## src/rtl/friscv_axi_pkg.sv

```systemverilog
// Shared AXI4-lite definitions for the FRISCV memory path: response codes,
// the AR field bundle and small sizing helpers.
package friscv_axi_pkg;

    localparam int PLAT_ADDR_W = 32;
    localparam int PLAT_ID_W   = 8;

    localparam logic [1:0] RESP_OKAY   = 2'b00;
    localparam logic [1:0] RESP_SLVERR = 2'b10;

    // Field widths follow the platform bus, which every FRISCV port shares.
    typedef struct packed {
        logic [PLAT_ADDR_W-1:0] addr;
        logic [2:0]             prot;
        logic [PLAT_ID_W-1:0]   id;
    } axi_ar_t;

    // Set bits in an ID routing tag; a usable tag has exactly one.
    function automatic int mask_popcnt(input logic [31:0] m);
        int n;
        n = 0;
        for (int i = 0; i < 32; i++) n += int'(m[i]);
        return n;
    endfunction

    // Counter width able to hold 0..max_val inclusive.
    function automatic int cnt_width(input int max_val);
        return $clog2(max_val + 1);
    endfunction

endpackage

```

## src/rtl/friscv_axi4l_rd_arbiter_if.sv

```systemverilog
// AXI4-lite read channels (AR + R) bundled for the read arbiter ports.
interface friscv_axi4l_rd_arbiter_if #(
    parameter int ADDR_W = 32,
    parameter int ID_W   = 8,
    parameter int DATA_W = 128
);
    logic              arvalid;
    logic              arready;
    logic [ADDR_W-1:0] araddr;
    logic [2:0]        arprot;
    logic [ID_W-1:0]   arid;
    logic              rvalid;
    logic              rready;
    logic [ID_W-1:0]   rid;
    logic [1:0]        rresp;
    logic [DATA_W-1:0] rdata;

    modport master (
        output arvalid, araddr, arprot, arid, rready,
        input  arready, rvalid, rid, rresp, rdata
    );

    modport slave (
        input  arvalid, araddr, arprot, arid, rready,
        output arready, rvalid, rid, rresp, rdata
    );
endinterface

```

## src/rtl/friscv_axi4l_rd_arbiter_rr.sv

```systemverilog
// Two-requester round-robin arbiter; the pointer flips to the other port
// after every grant so a busy port cannot starve its neighbour.
module friscv_rr_arbiter2 (
    input  logic       aclk,
    input  logic       areset,
    input  logic       en_i,
    input  logic [1:0] req_i,
    output logic [1:0] gnt_o
);

    logic ptr_q, ptr_d;  // 0: port 0 wins a tie

    always_comb begin
        gnt_o = 2'b00;
        if (en_i) begin
            if (req_i == 2'b11) gnt_o = ptr_q ? 2'b10 : 2'b01;
            else                gnt_o = req_i;
        end
    end

    always_comb begin
        ptr_d = ptr_q;
        if (|gnt_o) ptr_d = gnt_o[0];
    end

    always_ff @(posedge aclk or posedge areset) begin
        if (areset) ptr_q <= 1'b0;
        else        ptr_q <= ptr_d;
    end

endmodule

```

## src/rtl/friscv_axi4l_rd_arbiter.sv

```systemverilog
// Merges instruction-fetch and data read ports onto one AXI4-lite read port.
// Sources are tagged in ARID and responses routed back by decoding RID.
module friscv_axi4l_rd_arbiter
    import friscv_axi_pkg::*;
#(
    parameter int                  AXI_ADDR_W  = PLAT_ADDR_W,
    parameter int                  AXI_ID_W    = PLAT_ID_W,
    parameter int                  AXI_DATA_W  = 128,
    parameter logic [AXI_ID_W-1:0] S1_MASK     = 'h10,
    parameter logic [AXI_ID_W-1:0] S2_MASK     = 'h20,
    parameter int                  OSTDREQ_NUM = 8
)(
    input  logic                              aclk,
    input  logic                              areset,
    friscv_axi4l_rd_arbiter_if.slave          s1,
    friscv_axi4l_rd_arbiter_if.slave          s2,
    friscv_axi4l_rd_arbiter_if.master         m,
    output logic                              unrouted_err
);

    localparam int                  CNT_W    = cnt_width(OSTDREQ_NUM);
    localparam logic [CNT_W-1:0]    CNT_MAX  = CNT_W'(OSTDREQ_NUM);
    localparam logic [AXI_ID_W-1:0] TAG_MASK = S1_MASK | S2_MASK;

    logic                  arvld_q, arvld_d;
    axi_ar_t               ar_q, ar_d;
    logic                  load_en;
    logic [1:0]            req, gnt;
    logic [1:0]            inc, dec;
    logic [1:0][CNT_W-1:0] cnt_q, cnt_d;
    logic                  hit1, hit2;
    logic                  err_q, err_d;

    // Holding slot refills as soon as the current beat leaves, no bubble.
    assign load_en = !arvld_q || m.arready;

    assign req[0] = s1.arvalid && (cnt_q[0] < CNT_MAX);
    assign req[1] = s2.arvalid && (cnt_q[1] < CNT_MAX);

    friscv_rr_arbiter2 u_rr (
        .aclk   (aclk),
        .areset (areset),
        .en_i   (load_en),
        .req_i  (req),
        .gnt_o  (gnt)
    );

    assign s1.arready = gnt[0];
    assign s2.arready = gnt[1];

    always_comb begin
        arvld_d = arvld_q;
        ar_d    = ar_q;
        if (load_en) begin
            arvld_d = |gnt;
            if (gnt[0]) begin
                ar_d.addr = s1.araddr;
                ar_d.prot = s1.arprot;
                ar_d.id   = s1.arid | S1_MASK;
            end else if (gnt[1]) begin
                ar_d.addr = s2.araddr;
                ar_d.prot = s2.arprot;
                ar_d.id   = s2.arid | S2_MASK;
            end
        end
    end

    assign m.arvalid = arvld_q;
    assign m.araddr  = ar_q.addr;
    assign m.arprot  = ar_q.prot;
    assign m.arid    = ar_q.id;

    // S1 tag takes precedence if a malformed RID carries both tags.
    assign hit1 = |(m.rid & S1_MASK);
    assign hit2 = !hit1 && |(m.rid & S2_MASK);

    assign s1.rvalid = m.rvalid && hit1;
    assign s1.rid    = m.rid & ~TAG_MASK;
    assign s1.rresp  = m.rresp;
    assign s1.rdata  = m.rdata;
    assign s2.rvalid = m.rvalid && hit2;
    assign s2.rid    = m.rid & ~TAG_MASK;
    assign s2.rresp  = m.rresp;
    assign s2.rdata  = m.rdata;

    // Unrouted beats are swallowed so the memory never stalls on them.
    assign m.rready = hit1 ? s1.rready : (hit2 ? s2.rready : 1'b1);

    assign inc    = gnt;
    assign dec[0] = s1.rvalid && s1.rready;
    assign dec[1] = s2.rvalid && s2.rready;

    for (genvar i = 0; i < 2; i++) begin : g_cnt
        always_comb begin
            cnt_d[i] = cnt_q[i];
            if (inc[i] && !dec[i])      cnt_d[i] = cnt_q[i] + 1'b1;
            else if (!inc[i] && dec[i]) cnt_d[i] = cnt_q[i] - 1'b1;
        end
    end

    assign err_d        = err_q || (m.rvalid && !hit1 && !hit2);
    assign unrouted_err = err_q;

    always_ff @(posedge aclk or posedge areset) begin
        if (areset) begin
            arvld_q <= 1'b0;
            ar_q    <= '0;
            cnt_q   <= '0;
            err_q   <= 1'b0;
        end else begin
            arvld_q <= arvld_d;
            ar_q    <= ar_d;
            cnt_q   <= cnt_d;
            err_q   <= err_d;
        end
    end

endmodule

```

## src/flat_wrapper.sv

```systemverilog
// flat-port wrapper written by rule: the top's interface ports become plain ports
module friscv_axi4l_rd_arbiter_flat import friscv_axi_pkg::*;
#(
    parameter int                  AXI_ADDR_W  = PLAT_ADDR_W,
    parameter int                  AXI_ID_W    = PLAT_ID_W,
    parameter int                  AXI_DATA_W  = 128,
    parameter logic [AXI_ID_W-1:0] S1_MASK     = 'h10,
    parameter logic [AXI_ID_W-1:0] S2_MASK     = 'h20,
    parameter int                  OSTDREQ_NUM = 8
)
  (aclk, areset, unrouted_err, s1_arvalid, s1_araddr, s1_arprot, s1_arid, s1_rready, s1_arready, s1_rvalid, s1_rid, s1_rresp, s1_rdata, s2_arvalid, s2_araddr, s2_arprot, s2_arid, s2_rready, s2_arready, s2_rvalid, s2_rid, s2_rresp, s2_rdata, m_arvalid, m_araddr, m_arprot, m_arid, m_rready, m_arready, m_rvalid, m_rid, m_rresp, m_rdata);
  friscv_axi4l_rd_arbiter_if #(.ADDR_W(32), .ID_W(8), .DATA_W(128)) s1_i ();
  friscv_axi4l_rd_arbiter_if #(.ADDR_W(32), .ID_W(8), .DATA_W(128)) s2_i ();
  friscv_axi4l_rd_arbiter_if #(.ADDR_W(32), .ID_W(8), .DATA_W(128)) m_i ();
  input  logic aclk;
  input  logic areset;
  output logic unrouted_err;
  input wire logic [$bits(s1_i.arvalid)-1:0] s1_arvalid;
  input wire logic [$bits(s1_i.araddr)-1:0] s1_araddr;
  input wire logic [$bits(s1_i.arprot)-1:0] s1_arprot;
  input wire logic [$bits(s1_i.arid)-1:0] s1_arid;
  input wire logic [$bits(s1_i.rready)-1:0] s1_rready;
  output wire logic [$bits(s1_i.arready)-1:0] s1_arready;
  output wire logic [$bits(s1_i.rvalid)-1:0] s1_rvalid;
  output wire logic [$bits(s1_i.rid)-1:0] s1_rid;
  output wire logic [$bits(s1_i.rresp)-1:0] s1_rresp;
  output wire logic [$bits(s1_i.rdata)-1:0] s1_rdata;
  input wire logic [$bits(s2_i.arvalid)-1:0] s2_arvalid;
  input wire logic [$bits(s2_i.araddr)-1:0] s2_araddr;
  input wire logic [$bits(s2_i.arprot)-1:0] s2_arprot;
  input wire logic [$bits(s2_i.arid)-1:0] s2_arid;
  input wire logic [$bits(s2_i.rready)-1:0] s2_rready;
  output wire logic [$bits(s2_i.arready)-1:0] s2_arready;
  output wire logic [$bits(s2_i.rvalid)-1:0] s2_rvalid;
  output wire logic [$bits(s2_i.rid)-1:0] s2_rid;
  output wire logic [$bits(s2_i.rresp)-1:0] s2_rresp;
  output wire logic [$bits(s2_i.rdata)-1:0] s2_rdata;
  output wire logic [$bits(m_i.arvalid)-1:0] m_arvalid;
  output wire logic [$bits(m_i.araddr)-1:0] m_araddr;
  output wire logic [$bits(m_i.arprot)-1:0] m_arprot;
  output wire logic [$bits(m_i.arid)-1:0] m_arid;
  output wire logic [$bits(m_i.rready)-1:0] m_rready;
  input wire logic [$bits(m_i.arready)-1:0] m_arready;
  input wire logic [$bits(m_i.rvalid)-1:0] m_rvalid;
  input wire logic [$bits(m_i.rid)-1:0] m_rid;
  input wire logic [$bits(m_i.rresp)-1:0] m_rresp;
  input wire logic [$bits(m_i.rdata)-1:0] m_rdata;
  assign s1_i.arvalid = s1_arvalid;
  assign s1_i.araddr = s1_araddr;
  assign s1_i.arprot = s1_arprot;
  assign s1_i.arid = s1_arid;
  assign s1_i.rready = s1_rready;
  assign s1_arready = s1_i.arready;
  assign s1_rvalid = s1_i.rvalid;
  assign s1_rid = s1_i.rid;
  assign s1_rresp = s1_i.rresp;
  assign s1_rdata = s1_i.rdata;
  assign s2_i.arvalid = s2_arvalid;
  assign s2_i.araddr = s2_araddr;
  assign s2_i.arprot = s2_arprot;
  assign s2_i.arid = s2_arid;
  assign s2_i.rready = s2_rready;
  assign s2_arready = s2_i.arready;
  assign s2_rvalid = s2_i.rvalid;
  assign s2_rid = s2_i.rid;
  assign s2_rresp = s2_i.rresp;
  assign s2_rdata = s2_i.rdata;
  assign m_arvalid = m_i.arvalid;
  assign m_araddr = m_i.araddr;
  assign m_arprot = m_i.arprot;
  assign m_arid = m_i.arid;
  assign m_rready = m_i.rready;
  assign m_i.arready = m_arready;
  assign m_i.rvalid = m_rvalid;
  assign m_i.rid = m_rid;
  assign m_i.rresp = m_rresp;
  assign m_i.rdata = m_rdata;
  friscv_axi4l_rd_arbiter #(.AXI_ADDR_W(AXI_ADDR_W), .AXI_ID_W(AXI_ID_W), .AXI_DATA_W(AXI_DATA_W), .S1_MASK(S1_MASK), .S2_MASK(S2_MASK), .OSTDREQ_NUM(OSTDREQ_NUM)) u_core (.aclk(aclk), .areset(areset), .s1(s1_i), .s2(s2_i), .m(m_i), .unrouted_err(unrouted_err));
endmodule
```

## config.mk

```make
export PLATFORM = sky130hd
export DESIGN_NAME = friscv_axi4l_rd_arbiter_flat
export DESIGN_NICKNAME = d
export VERILOG_FILES = /design/src/rtl/friscv_axi_pkg.sv /design/src/rtl/friscv_axi4l_rd_arbiter_if.sv /design/src/rtl/friscv_axi4l_rd_arbiter_rr.sv /design/src/rtl/friscv_axi4l_rd_arbiter.sv /design/src/flat_wrapper.sv
export SDC_FILE = /design/constraint.sdc
export NUM_CORES = 1
export LEC_CHECK = 0
export CAP_MARGIN = 20
export CORE_AREA = 4 4 217 219
export CTS_BUF_LIST = sky130_fd_sc_hd__clkbuf_8
export CTS_CLUSTER_SIZE = 24
export DETAILED_ROUTE_END_ITERATION = 12
export DIE_AREA = 0 0 221 223
export PLACE_DENSITY_LB_ADDON = 0.2
export SYNTH_ARGS = -nofsm -noshare
export SYNTH_HDL_FRONTEND = slang
export SYNTH_SLANG_ARGS = --single-unit
```

## constraint.sdc

```tcl
create_clock -name aclk -period 2.5 [get_ports aclk]
set_input_delay 0.25 -clock aclk [delete_from_list [all_inputs] [get_ports aclk]]
set_output_delay 0.25 -clock aclk [all_outputs]
set_load 0.01 [all_outputs]
```

==> impl_metrics.tcl, run 1 <==
set metrics [dict create \
    outcome "complete, no violations" \
    core_ar_um2 45100 \
    die_h_um 223 \
    grt_pass1_wl_um 24800 \
    syn-instance-count 591 \
    worst_slew_margin_rel 0.570 \
    pin_count 558 \
    drt_first_iter_violations 118 \
    post-route-cell-area_um2 5320 \
    worstPathRequired_ps 2730 \
    tritoncts_num_sinks 54 \
    maxCapViolations 0 \
    synth.distinct_cells 35 \
    timing.critical_path.from_type "register" \
    syn_to_layout_area_delta_pct 4.91 \
    rows 78 \
    worst_skew_pair.late_latency_ps 350 \
    setup-violations-final 0 \
    power_per_cell_area_nw_per_um2 931 \
    crit_type "register to register" \
    p_leak_uw 0.00211 \
    critPathMaxFanout 5 \
    globalRouteOverflowTotal 0 \
    cp_data_arrival_time_ps 2530 \
    slowest_library_cell_on_the_worst_path "dfrtp_1" \
    setup_repair_after_global_routing_missed_its_margin "no" \
    avgViaCountPerCell 3.03 \
    grt_use_total 0.0673 \
    cts_setup_buffers 0 \
    dp_hpwl_um 12500 \
    cts_tree "done" \
    final_layout_size_suffix_gt1_frac 0.0901 \
    detailedRoute.firstPassIterationCount 4 \
    worst-slew-pin-transition_ps 644 \
    hold_viol_final 0 \
    yosys_warnings 0 \
    buffer_ports.inserted 143 \
    cpPeakStageDelay_ps 500 \
    synth.avg_cell_area_um2 8.58 \
    synth_largest_area_cell "buf_4" \
    fp.dieW_um 221 \
    cts-htree-levels 2 \
    post_synth_xor_area_fraction 0.00691 \
    worst_setup_path_end_kind "register" \
    clock_pin_slew_on_the_worst_setup_and_hold_paths_ps 130 \
    overall_via_count_from_detail_route 3225 \
    cts_hold_buffers 0 \
    netlist.area_leader.share 0.409 \
    holdWs_ps 225 \
    synth_area_leaders "buf_4 (41%), dfrtp_1 (27%), o221ai_1 (7.1%), inv_1 (6.7%), nand4_1 (5.1%)" \
    power.total_uw 4950 \
    layout_worst_path_cycle_share 0.922 \
    period_minus_slack_ps 2300 \
    cts_made_buffers 5 \
    ctsResizeCount 0 \
    vias_in_the_first_global_route 3483 \
    synthSimpleGateAreaFrac 0.0859 \
    vdd_ir_drop_max_mv 0.338 \
    antenna_found_initial 1 \
    critical_path.cell_chain "o311ai_4 -> inv_1 -> ha_2 -> inv_1 -> ha_1 -> or4_1 -> nand3_1 -> o221ai_1" \
    timing.hold.worst.class "primary input to asynchronous set/reset pin" \
    final.setup.tns_ps 0 \
    avgRoutedWirePerCell_um 16.2 \
    synth_fa_ha_area_frac 0.0227 \
    cts_buffer_depth 2 \
    worstSetupStartpoint "u_core.cnt_q[3]" \
    crit_path_frequent_cell "inv_1" \
    clock-skew-final_ps 10.5 \
    synth-compound-area-share 0.100 \
    synth_sequential_area_ratio 0.267 \
    gp_routability_congestion 0.684 \
    floorplan.die_area_um2 49300 \
    synthMuxAreaShare 0.00839 \
    drcViolationCount 0 \
    antenna_cells 0 \
    totalWireLength_um 17300 \
    combinational_family_with_the_most_area_after_synthesis "buffers and inverters" \
    ys_seq_elements 54 \
    antenna_left 0 \
    finalMaxSlewViolations 0 \
    grt_start_max_net_pins 45 \
    detailed_place.area_um2 5230 \
    cts_root_buffer "clkbuf_8" \
    fmaxAchievable_mhz 434 \
    r2r-start "u_core.cnt_q[3]" \
    fillCellCount 5233 \
    initial_core_util 0.112 \
    netlist_area_um2 5070 \
    nets 705 \
]
## cell families after synthesis
logic type                 count (synthesis)
xor gates and xnor gates                   4
and+or+nand+nor                           70
buffers and inverters                    391
DFF                                       54
other                                      1
adders and majority gates                  8
muxes                                      4
AOI/OAI and AO/OA                         59
## power breakdown
group          switching [uW]  internal, uW
clock                     396           205
combinational            1360          1430
sequential                278          1290
## routing by layer
layer,routed length (um),share of wire,GRT usage
met5,13,0.00075,0
met3,2380,0.14,0.0450
met4,766,0.044,0.0354
met2,7430,0.43,0.0977
met1,6690,0.39,0.0746
## cell usage after synthesis
cell type,count
conb_1,1
nand4_1,41
or3_1,6
nand2_1,5
o22a_1,1
o221ai_2,2
xnor2_1,4
o211ai_1,2
nand3_1,3
o221ai_1,41
or4_1,2
mux2_2,2
mux2i_1,2
and2_1,1
buf_1,1
o311ai_2,1
or2_2,1
buf_2,1
fa_1,2
o21a_1,1
and3b_1,1
inv_1,90
ha_1,6
a21o_1,3
clkbuf_1,13
o21ai_0,3
dfrtp_1,54
nand2b_1,1
buf_4,276
a21oi_1,3
nand3b_1,5
a211o_1,2
buf_6,10
nor2b_1,2
nor3b_1,2
## layout by cell type, fill, tap and decap left out, types with 2 or more instances in the layout
cell             instances
clkbuf_8                 5
ha_1                     5
a21o_1                   3
buf_4                   21
nand2_1                  5
fa_1                     2
xnor2_1                  4
or3_1                    6
dfrtp_1                 54
a211o_1                  2
clkdlybuf4s50_1        143
o221ai_2                 2
mux2_2                   2
nand3b_1                 5
conb_1                   4
nand3_1                  3
nand4_1                 41
or4_1                    2
o221ai_1                41
a21oi_1                  3
mux2i_1                  2
nor3b_1                  2
o211ai_1                 2
o21ai_0                  3
inv_1                   89
## through the flow
stage | utilization | cells | setup slack [ps]
6_report | 0.118 | 1066 | 195
5_1_grt | 0.118 | 1066 | 98.3
4_1_cts | 0.118 | 1066 | 200
3_5_place_dp | 0.116 | 1058 | -60.5
3_3_place_gp | 0.116 | 1058 | -51.7
2_1_floorplan | - | 594 | 10.1
## critical path, delay by kind of cell (launching register included)
kind                     cells  cell delay [ps]
AND/OR/NAND/NOR              2              570
AO/OA/AOI/OAI                2              470
adder cells (fa/ha/maj)      2              430
flip-flops                   1              500
buffers and inverters        2              200
## worst paths after layout
check | endpoint | slack (ps) | cells past startpoint
worst min register to register | u_core.m.arid[5] | 500 | 1
max in group asynchronous | u_core.u_rr.ptr_q | 1570 | 3
min in group aclk | u_core.m.arid[3] | 460 | 3
worst max-delay path | u_core.cnt_q[7] | 200 | 8
worst max register to register | u_core.cnt_q[7] | 200 | 8
worst min-delay path | u_core.m.arid[7] | 220 | 2
## state kept, by name (all words and copies together), names as in the netlist
register             cells
u_core.m.araddr         32
u_core.m.arvalid         1
u_core.u_rr.ptr_q        1
u_core.m.arprot          3
u_core.m.arid            8
u_core.unrouted_err      1
u_core.cnt_q             8
## layout make-up
| type | count | area, um^2 | area share |
|---|---|---|---|
| clock buffer | 5 | 68.8 | 0.0129 |
| clock inverter | 3 | 25.0 | 0.00470 |
| inverter | 90 | 338 | 0.0635 |
| multi-input combinational | 149 | 1180 | 0.221 |
| sequential | 54 | 1350 | 0.254 |
| tap | 600 | 751 | 0.141 |
| timing repair buffer | 165 | 1610 | 0.303 |
No activity file was read; power rests on OpenSTA's default activity.
==> inputs of run 2 (changes only) <==
--- a/config.mk
+++ b/config.mk
@@ -6,6 +6,8 @@
 export NUM_CORES = 1
 export LEC_CHECK = 0
 export CAP_MARGIN = 20
+export CELL_PAD_IN_SITES_DETAIL_PLACEMENT = 1
+export CELL_PAD_IN_SITES_GLOBAL_PLACEMENT = 2
 export CORE_AREA = 4 4 217 219
 export CTS_BUF_LIST = sky130_fd_sc_hd__clkbuf_8
 export CTS_CLUSTER_SIZE = 24
==> run 2 against run 1 <==
Against the previous run:
- clock-buffer cell count grew 1
- combinational power increased by 1%
- largest power group unchanged
- critical path depth unchanged
- via count increased by 1.9%
- sequential power barely moved
- largest cell class unchanged
- final area rose by 0.73%
==> impl_metrics.tcl, run 2 (synthesized netlist as in run 1, its figures left out) <==
set metrics [dict create \
    detailed_place.area_um2 5220 \
    fmaxAchievable_mhz 442 \
    timing.critical_path.from_type "register" \
    power_per_cell_area_nw_per_um2 979 \
    power.total_uw 5240 \
    fp.dieW_um 221 \
    die_h_um 223 \
    cts_buffer_depth 2 \
    final_layout_size_suffix_gt1_frac 0.0842 \
    cp_data_arrival_time_ps 2520 \
    nets 702 \
    placed_cells 1055 \
    outcome "complete, no violations" \
    m1WireLength_um 7870 \
    reg2reg_slack_ps 240 \
    post-route-cell-area_um2 5360 \
    grt_use_total 0.0767 \
    setup-violations-final 0 \
    p_leak_uw 0.00213 \
    cts_setup_buffers 0 \
    overall_via_count_from_detail_route 3287 \
    antenna_left 0 \
    cts_root_buffer "clkbuf_8" \
    period_minus_slack_ps 2260 \
    layout.cells.most_common "clkdlybuf4s50_1" \
    grt_start_max_net_pins 46 \
    crit_type "register to register" \
    rows 78 \
    grt_pass1_wl_um 27900 \
    place_ws_ps -27.5 \
    worst_slew_margin_rel 0.518 \
    setup_repair_after_global_routing_missed_its_margin "no" \
    vdd_ir_drop_max_mv 0.272 \
    clock-skew-final_ps 15.2 \
    hold_viol_final 0 \
    vias_in_the_first_global_route 3812 \
    cts_made_buffers 5 \
    worstReg2RegEnd "u_core.cnt_q[7]" \
    antenna_cells 0 \
    floorplan.die_area_um2 49300 \
    fin_ws_ps 237 \
    layout.cells.most_common_list "clkdlybuf4s50_1 (143), inv_1 (89), dfrtp_1 (54), nand4_1 (41), o221ai_1 (41)" \
    layout_worst_path_cycle_share 0.905 \
    r2r-start "u_core.cnt_q[3]" \
    maxCapViolations 0 \
    routed-wl-met3_um 2110 \
    avgRoutedWirePerCell_um 18.1 \
    worstPathRequired_ps 2760 \
    finalMaxSlewViolations 0 \
    largest_reg_flops 32 \
    tritoncts_num_sinks 54 \
    pin_count 558 \
    ctsResizeCount 0 \
    antenna_found_initial 0 \
    timing.hold.worst.class "primary input to asynchronous set/reset pin" \
    reg2regPathDepth 8 \
    worst-slew-pin-transition_ps 723 \
    cts-htree-levels 2 \
    initial_core_util 0.112 \
    cts_tree "done" \
    dp_hpwl_um 13600 \
    top_layer "met5" \
    final_cells 1063 \
    worst_skew_pair.late_latency_ps 380 \
    totalWireLength_um 19200 \
    worst_setup_path_end_kind "register" \
    detailedRoute.firstPassIterationCount 4 \
    drt_first_iter_violations 79 \
    syn_to_layout_area_delta_pct 5.68 \
    buffer_ports.inserted 143 \
    core_ar_um2 45100 \
    drcViolationCount 0 \
    globalRouteOverflowTotal 0 \
    gp_routability_congestion 0.691 \
    clock_pin_slew_on_the_worst_setup_and_hold_paths_ps 130 \
    critPathMaxFanout 5 \
    cts_hold_buffers 0 \
    met2WireLength_um 8340 \
    avgViaCountPerCell 3.09 \
]
run 2: changes by cell type in the layout (fill, tap and decap cells not counted):
cell        previous run  this run
clkinvlp_4             1         0
buf_4                 21        17
inv_6                  1         0
clkinv_4               1         0
buf_12                 1         2
clkbuf_8               5         6
bufinv_16              0         2
run 2: layout make-up:
cell class                 count  area (um^2)
timing repair buffer         162         1600
inverter                      90          338
fill                        5341        39700
clock buffer                   6         82.6
tap                          600          751
multi-input combinational    149         1180
sequential                    54         1350
clock inverter                 2         60.1
run 2: report_power, final:
part	internal, uW	total [uW]	leakage (uW)	switching, uW
clock network	429	848	0.0000714	419
registers	1290	1580	0.000655	286
logic	1420	2820	0.00141	1400
total	3140	5240	0.00213	2100
run 2: layer usage:
layer | vias to the layer above | track usage
met5 | - | 0.00684
met4 | 2 | 0.0419
met3 | 82 | 0.0416
met2 | 267 | 0.113
met1 | 1542 | 0.0880
li1 | 1394 | -
run 2: worst max-delay path by stage:
stage,start,to,cells after the start
final,u_core.cnt_q[3],u_core.cnt_q[7],8
after detailed placement,s2_arvalid,u_core.cnt_q[7],10
after global routing,u_core.cnt_q[3],u_core.cnt_q[7],8
after floorplan,u_core.m.arvalid,u_core.cnt_q[7],11
after global placement,s2_arvalid,u_core.cnt_q[7],10
after CTS,u_core.cnt_q[3],u_core.cnt_q[7],8
run 2: worst max-delay path, cell delays in order (launching register included):
cell and delay (ps):
dfrtp_1 500, o311ai_4 330, inv_1 110, ha_2 200, inv_1 90, ha_1 240
or4_1 470, nand3_1 90, o221ai_1 110
run 2: per-stage QoR:
stage | hold WS [ps] | TNS [ps] | utilization
floorplan | 398 | 0 | -
global placement | 465 | -49.0 | 0.116
detailed placement | 457 | -27.5 | 0.116
CTS | 308 | 0 | 0.119
global route | 353 | 0 | 0.119
finish | 298 | 0 | 0.119
